--- src/rtl/uart_pkg.sv ---
// Shared UART definitions: data width, transmit-feeder FSM encoding, baud select codes.
package uart_pkg;

  localparam int UART_DATA_W = 8;

  typedef enum logic [1:0] {
    IDLE      = 2'd0,
    LAUNCH    = 2'd1,
    WAIT_DONE = 2'd2
  } tx_state_e;

  typedef enum logic [1:0] {
    BAUD_9600   = 2'd0,
    BAUD_19200  = 2'd1,
    BAUD_57600  = 2'd2,
    BAUD_115200 = 2'd3
  } baud_sel_e;

endpackage

--- src/rtl/uart_sync_fifo.sv ---
// Synchronous show-ahead FIFO; push/pop take effect at the clock edge, head visible combinationally.
// Backpressure: push ignored when full, pop ignored when empty; caller owns overflow reporting.
module uart_sync_fifo #(
  parameter int DEPTH = 16,
  parameter int AW    = 4,
  parameter int W     = 8
) (
  input  logic         clock,
  input  logic         resetn,
  input  logic         push,
  input  logic [W-1:0] push_data,
  input  logic         pop,
  output logic [W-1:0] pop_data,
  output logic         full,
  output logic         empty,
  output logic [AW:0]  level
);

  logic [W-1:0] mem [DEPTH];
  logic [AW:0]  wr_ptr;
  logic [AW:0]  rd_ptr;
  logic         push_ok;
  logic         pop_ok;

  assign push_ok = push && !full;
  assign pop_ok  = pop && !empty;

  // Extra MSB on each pointer distinguishes full from empty when the low bits match.
  assign full  = (wr_ptr[AW] != rd_ptr[AW]) && (wr_ptr[AW-1:0] == rd_ptr[AW-1:0]);
  assign empty = (wr_ptr == rd_ptr);
  assign level = wr_ptr - rd_ptr;

  assign pop_data = mem[rd_ptr[AW-1:0]];

  always_ff @(posedge clock or negedge resetn) begin
    if (!resetn) begin
      wr_ptr <= '0;
      rd_ptr <= '0;
    end else begin
      if (push_ok) wr_ptr <= wr_ptr + 1'b1;
      if (pop_ok)  rd_ptr <= rd_ptr + 1'b1;
    end
  end

  always_ff @(posedge clock) begin
    if (push_ok) mem[wr_ptr[AW-1:0]] <= push_data;
  end

endmodule

--- src/rtl/uart_tx_feeder.sv ---
// Buffers host bytes and hands them to uart_ip one frame at a time; start_tx one cycle after the pop edge.
// Host writes into a full FIFO are dropped and flagged on sticky overflow; next byte waits for tx_done.
module uart_tx_feeder
  import uart_pkg::*;
#(
  parameter int DEPTH = 16,
  parameter int AW    = 4
) (
  input  logic                   clock,
  input  logic                   resetn,
  input  logic                   uart_en,
  input  logic                   wr_en,
  input  logic [UART_DATA_W-1:0] wr_data,
  input  logic                   clr_ovf,
  output logic                   full,
  output logic                   empty,
  output logic [AW:0]            level,
  output logic                   overflow,
  output logic                   busy,
  output logic                   start_tx,
  output logic [UART_DATA_W-1:0] data_in,
  input  logic                   tx_done
);

  tx_state_e              state;
  tx_state_e              state_nxt;
  logic                   pop;
  logic [UART_DATA_W-1:0] head;

  uart_sync_fifo #(
    .DEPTH (DEPTH),
    .AW    (AW),
    .W     (UART_DATA_W)
  ) u_fifo (
    .clock     (clock),
    .resetn    (resetn),
    .push      (wr_en),
    .push_data (wr_data),
    .pop       (pop),
    .pop_data  (head),
    .full      (full),
    .empty     (empty),
    .level     (level)
  );

  always_ff @(posedge clock or negedge resetn) begin
    if (!resetn) state <= IDLE;
    else         state <= state_nxt;
  end

  always_comb begin
    state_nxt = state;
    case (state)
      IDLE:      if (!empty && uart_en) state_nxt = LAUNCH;
      LAUNCH:    state_nxt = WAIT_DONE;
      // Losing uart_en mid-frame abandons the byte rather than re-queuing it.
      WAIT_DONE: if (tx_done || !uart_en) state_nxt = IDLE;
      default:   state_nxt = IDLE;
    endcase
  end

  always_comb begin
    pop      = 1'b0;
    start_tx = 1'b0;
    busy     = 1'b1;
    case (state)
      IDLE: begin
        busy = 1'b0;
        pop  = !empty && uart_en;
      end
      LAUNCH:    start_tx = 1'b1;
      WAIT_DONE: start_tx = 1'b0;
      default: begin
        busy = 1'b0;
      end
    endcase
  end

  always_ff @(posedge clock or negedge resetn) begin
    if (!resetn) data_in <= '0;
    else if (pop) data_in <= head;
  end

  // A dropped write on the same edge as clr_ovf keeps the flag set.
  always_ff @(posedge clock or negedge resetn) begin
    if (!resetn)              overflow <= 1'b0;
    else if (wr_en && full)   overflow <= 1'b1;
    else if (clr_ovf)         overflow <= 1'b0;
  end

endmodule

--- config.mk ---
export PLATFORM = sky130hd
export DESIGN_NAME = uart_tx_feeder
export DESIGN_NICKNAME = d
export VERILOG_FILES = /design/src/rtl/uart_pkg.sv /design/src/rtl/uart_sync_fifo.sv /design/src/rtl/uart_tx_feeder.sv
export SDC_FILE = /design/constraint.sdc
export NUM_CORES = 1
export LEC_CHECK = 0
export BUFFER_PORTS_ARGS = -buffer_cell sky130_fd_sc_hd__buf_2
export CAP_MARGIN = 20
export CORE_AREA = 2 2 127 129
export DETAILED_ROUTE_END_ITERATION = 7
export DIE_AREA = 0 0 129 131
export GPL_ROUTABILITY_DRIVEN = 0
export SKIP_CTS_REPAIR_TIMING = 1
export SLEW_MARGIN = 20
export SYNTH_ARGS = -nofsm -noshare
export SYNTH_HDL_FRONTEND = slang
export SYNTH_SLANG_ARGS = --single-unit
--- constraint.sdc ---
create_clock -name clock -period 8.55 [get_ports clock]
set_clock_uncertainty 0.1 [all_clocks]
set_input_delay 0 -clock clock [delete_from_list [all_inputs] [get_ports clock]]
set_output_delay 0 -clock clock [all_outputs]
set_load 0.02 [all_outputs]
# == Yosys cells after proc, flatten, opt, wreduce, memory -nomap -nowiden ==
# Memories as Yosys holds them, arrays and structs flattened. A register that Yosys moved wholly into a read port is not among the register bits.
# Cells that the tools add are included.
# word_totals
register_bits,13
ramBits,128
in_bits,14
output_inout_bits,18
wordCells,39
n_memories,1
# classes
add_sub_neg,3
n_eq_ne,7
n_mux,10
n_reduce_logical,14
# mem_list
memory,depth,width,read_ports,rd_ports_with_merged_regs,write_ports,line,rtl
u_fifo.mem,16,8,1,1,1,uart_sync_fifo.sv:19,logic [W-1:0] mem [DEPTH];
# op_table
cell,n
$add A5 B1 Y5 const B,2
$mux W1,7
$pmux W2 S3,1
$eq A5 B5 Y1,1
$logic_and A1 B1 Y1,5
$sub A5 B5 Y5,1
$eq A4 B4 Y1,1
$logic_not A1 Y1,4
$mux W2,2
$ne A2 B2 Y1 const B,2
$eq A2 B1 Y1 const B,1
$eq A2 B2 Y1 const B,1
$logic_not A2 Y1,1
$reduce_and A2 Y1,1
$reduce_bool A2 Y1,1
$reduce_or A2 Y1,1
$logic_or A1 B1 Y1,1
$ne A1 B1 Y1,1

# == Longest topological paths before layout ==
# depth
word_depth,6
depth_mapped,9
depth_no_buf,7

# == Hierarchy ==
# From an unflattened synthesis, not the netlist that was laid out.
# unflattened
hier_cells,340
hier_area_um2,6216.0
# modules_own_cells
mod,n_inst,cells_each,area_each_um2,seq_area_each_um2
uart_sync_fifo,1,299,5664.2,4093.9
uart_tx_feeder,1,41,551.8,275.3

# == Least setup slack after synthesis ==
# OpenSTA, ideal clock, no wires.
# synth_timing
path_type,reg2reg
startpoint,reg u_fifo.rd_ptr[3]
endpoint,"mem u_fifo.mem[3][0], enable pin"
setup_time_ns,0.383
t_arrival_ns,2.240
required_time_ns,8.067
slack_ns,5.827
stages_incl_launch_ff,10
path_buffers,3
synth_period_minus_slack_ns,2.723
cell_sequence,dfrtp_1 -> clkbuf_2 -> clkbuf_1 -> inv_1 -> ha_1 -> nand4_1 -> o21a_1 -> buf_2 -> nand2_1 -> nor3_1
# synth_via
elab_chain_cells,6
# synth_rtl
element,line,rtl
start: declaration,uart_sync_fifo.sv:21,logic [AW:0] rd_ptr;
start signal: assignment,uart_sync_fifo.sv:41,if (pop_ok) rd_ptr <= rd_ptr + 1'b1;
$eq A4 B4 Y1,uart_sync_fifo.sv:29,assign full = (wr_ptr[AW] != rd_ptr[AW]) && (wr_ptr[AW-1:0] == rd_ptr[AW-1:0]);
$logic_and A1 B1 Y1,uart_sync_fifo.sv:29,
$logic_not A1 Y1,uart_sync_fifo.sv:25,assign push_ok = push && !full;
$logic_and A1 B1 Y1,uart_sync_fifo.sv:25,
$mux W1,uart_sync_fifo.sv:46,if (push_ok) mem[wr_ptr[AW-1:0]] <= push_data;
$mux W1 (not written as such),uart_sync_fifo.sv:46,
end: declaration,uart_sync_fifo.sv:19,
# Every way passes these cells.

# == Worst setup path after layout ==
# layout_timing
startpoint,reg u_fifo.rd_ptr[0]
endpoint,"mem u_fifo.mem[2][6], enable pin"
# The elaborated chain is that of the path after synthesis.

==> reports/metrics.yaml <==
grt:
  grt_pass1_wl_um: 19310
  gr-usage-all-layers_pct: 16.25
  grt_max_degree: 69
  use_met3_pct: 3.746
  use_met2_pct: 25.43
  overflow: 0
  globalRouteMet1Util_pct: 22.01
  grt_antenna_before_repair: 0
  grt_busiest_layer: "met2"
  grt_pass1_vias: 3236
final_layout:
  drive_above_1_share_pct: 17.81
  final_nets: 452
  diodes: 0
  final_cell_mix: "128 x edfxtp_1, 32 x mux2i_1, 31 x buf_2, 29 x nor2_1, 25 x o22ai_1"
  mostFrequentLayoutCell: "edfxtp_1"
  areaGrowthSynthToFinish_pct: 18.68
detailed_routing:
  vias: 3297
  drc: 0
  wirelength_um: 12820
  vias_per_cell: 5.041
  first_pass_iters: 4
  wire_per_inst_um: 19.59
  drt_iter0_drc: 261
  detail-route-antenna-nets: 0
die:
  die_y_um: 131
  start_util_pct: 39.34
  die_x_um: 129
  rows: 46
  die_area_um2: 16900
  pin_count: 32
  fp.coreArea_um2: 15600
worst_setup_path:
  r2r_cells: 6
  cpPeakStageDelay_ps: 850
  worstReg2RegStart: "u_fifo.rd_ptr[0]$_DFFE_PN0P_"
  critical_path_class: "reg2reg"
  r2r_slack_ps: 5000
  crit_required_ps: 8500
  arrival_ps: 3490
  r2r-end: "u_fifo.mem[2][6]$_DFFE_PP_"
  cpLargestDelayFamily: "simple AND/OR/NAND/NOR gates"
  critical_path_peak_fanout: 68
  cp.buffers_inverters: 1
  cp_slowest_cell: "nor3_1"
  path_cells: "buf_4 > ha_1 > nand4_1 > o21a_1 > nand2_1 > nor3_1"
  start_kind: "flip-flop"
  crit_path_end_kind: "flip-flop"
min_path:
  min_path_type: "in2async"
logic_synthesis:
  avgSynthCellArea_um2: 16.19
  ys.flop_type: "edfxtp_1"
  ys_async_sr_fraction_pct: 14.09
  syn_inst: 379
  ys_types: 37
  synth_area_um2: 6136
  ys_seq_area_share_pct: 71.21
  ys_seq_elements: 149
  synth_nets: 406
  synth_edf_count: 128
  yosysWarningCount: 0
clock_network:
  clk_latency_ps: 420
  cts.sinks: 149
  cts_tree: "built"
  path_clk_slew_ps: 60
  ctsHtreeMaxLevel: 4
  cts_buffers: 17
  cts-root-buf: "clkbuf_16"
  clockBufferDepth: 2
timing:
  fin_crit_sh_pct: 41.50
  finalHoldViolations: 21
  fmaxAchievable_ghz: 0.2818
  slew_headroom_pct: 29.33
  rsz0062_at_grt: "no"
  hold_ws_ps: -8.361
  period_needed_ps: 3548
  slew_viol_final: 0
  worst_pin_slew_ps: 1052
  final-setup-viol-count: 0
  tns_ps: 0
status:
  status: "finished, violations left"
  violations: "hold timing"
run:
  maxCapViolCount: 0
power_and_ir_drop:
  irDropWorstVdd_uv: 188.7
  pwr_density_cell_nw_per_um2: 364.9
  power_mw: 2.657
  p_leak_nw: 2.619
place:
  hpwl_um: 8390
  port_buffers: 31
## power by group
group,internal (mW),switching (mW)
Sequential,0.902,0.102
Clock,0.571,0.284
Combinational,0.321,0.478
## registers in the layout (all words and copies together), names as in the netlist
signal,flops
u_fifo.mem,128
data_in,8
u_fifo.rd_ptr,5
u_fifo.wr_ptr,5
state,2
overflow,1
## Yosys cell counts, types with 7 or more instances
cell        n  area (um^2)
a31oi_1     8        50.05
edfxtp_1  128         3844
or3_1       8        50.05
mux2i_1    32        320.3
nor2_1     29        108.9
a211oi_1    8        60.06
mux2_2      9        101.4
ha_1       12        150.1
o22ai_1    25        156.4
nand2_1    10        37.54
nor2b_1     7        43.79
xnor2_1    10        87.58
dfrtp_1    21        525.5
inv_1      12        45.04
## cell families (layout without fill, tap and decap cells)
group           after synthesis  after routing  synth area share (%)
simple gates                 72             72                 5.771
flops                       149            149                 71.21
mux                          49             49                 10.18
xor+xnor                     13             13                 1.856
fa+ha+maj                    13             13                 2.773
buf+inv                      31             90                 2.732
compound gates               52             52                 5.485
## worst max-delay path by stage
stage	depth (start not counted)	slack, ps	endpoint	start
final	6	5000	u_fifo.mem[2][6]$_DFFE_PP_	u_fifo.rd_ptr[0]$_DFFE_PN0P_
after floorplan	9	5830	u_fifo.mem[3][0]$_DFFE_PP_	u_fifo.rd_ptr[3]$_DFFE_PN0P_
after detailed placement	6	4960	u_fifo.mem[1][1]$_DFFE_PP_	u_fifo.rd_ptr[0]$_DFFE_PN0P_
after CTS	6	4950	u_fifo.mem[1][0]$_DFFE_PP_	u_fifo.rd_ptr[0]$_DFFE_PN0P_
after global placement	6	5130	u_fifo.mem[1][6]$_DFFE_PP_	u_fifo.rd_ptr[0]$_DFFE_PN0P_
after global routing	6	4740	u_fifo.mem[2][4]$_DFFE_PP_	u_fifo.rd_ptr[0]$_DFFE_PN0P_
## metal layers
metal / part of all wire, % / up-vias
met5: 0 / -
met4: 2.0 / 0
met3: 3.7 / 18
met2: 47 / 77
met1: 47 / 1655
li1: - / 1547
## stage by stage
| stage | util, % | worst slack [ps] | hold slack [ps] | std cells | instance area [um^2] |
|---|---|---|---|---|---|
| 2_1_floorplan | - | 5827 | -395.6 | 379 | 6136 |
| 3_3_place_gp | 41.34 | 5129 | -95.20 | 608 | 6447 |
| 3_5_place_dp | 41.34 | 4961 | -86.62 | 608 | 6447 |
| 4_1_cts | 45.76 | 4948 | -544.2 | 640 | 7137 |
| 5_1_grt | 46.69 | 4738 | 35.63 | 654 | 7282 |
| 6_report | 46.69 | 5002 | -8.361 | 654 | 7282 |
## final cells by class
class / instances / area [um^2]
inverters: 12 / 45.04
repair buffers: 46 / 302.8
clock inverters: 12 / 222.7
flip-flops and latches: 149 / 4370
multi-input cells: 199 / 1604
well taps: 216 / 270.3
fillers: 1328 / 8315
clock buffers: 20 / 466.7
Note: power is estimated with default switching activity, not from simulation.
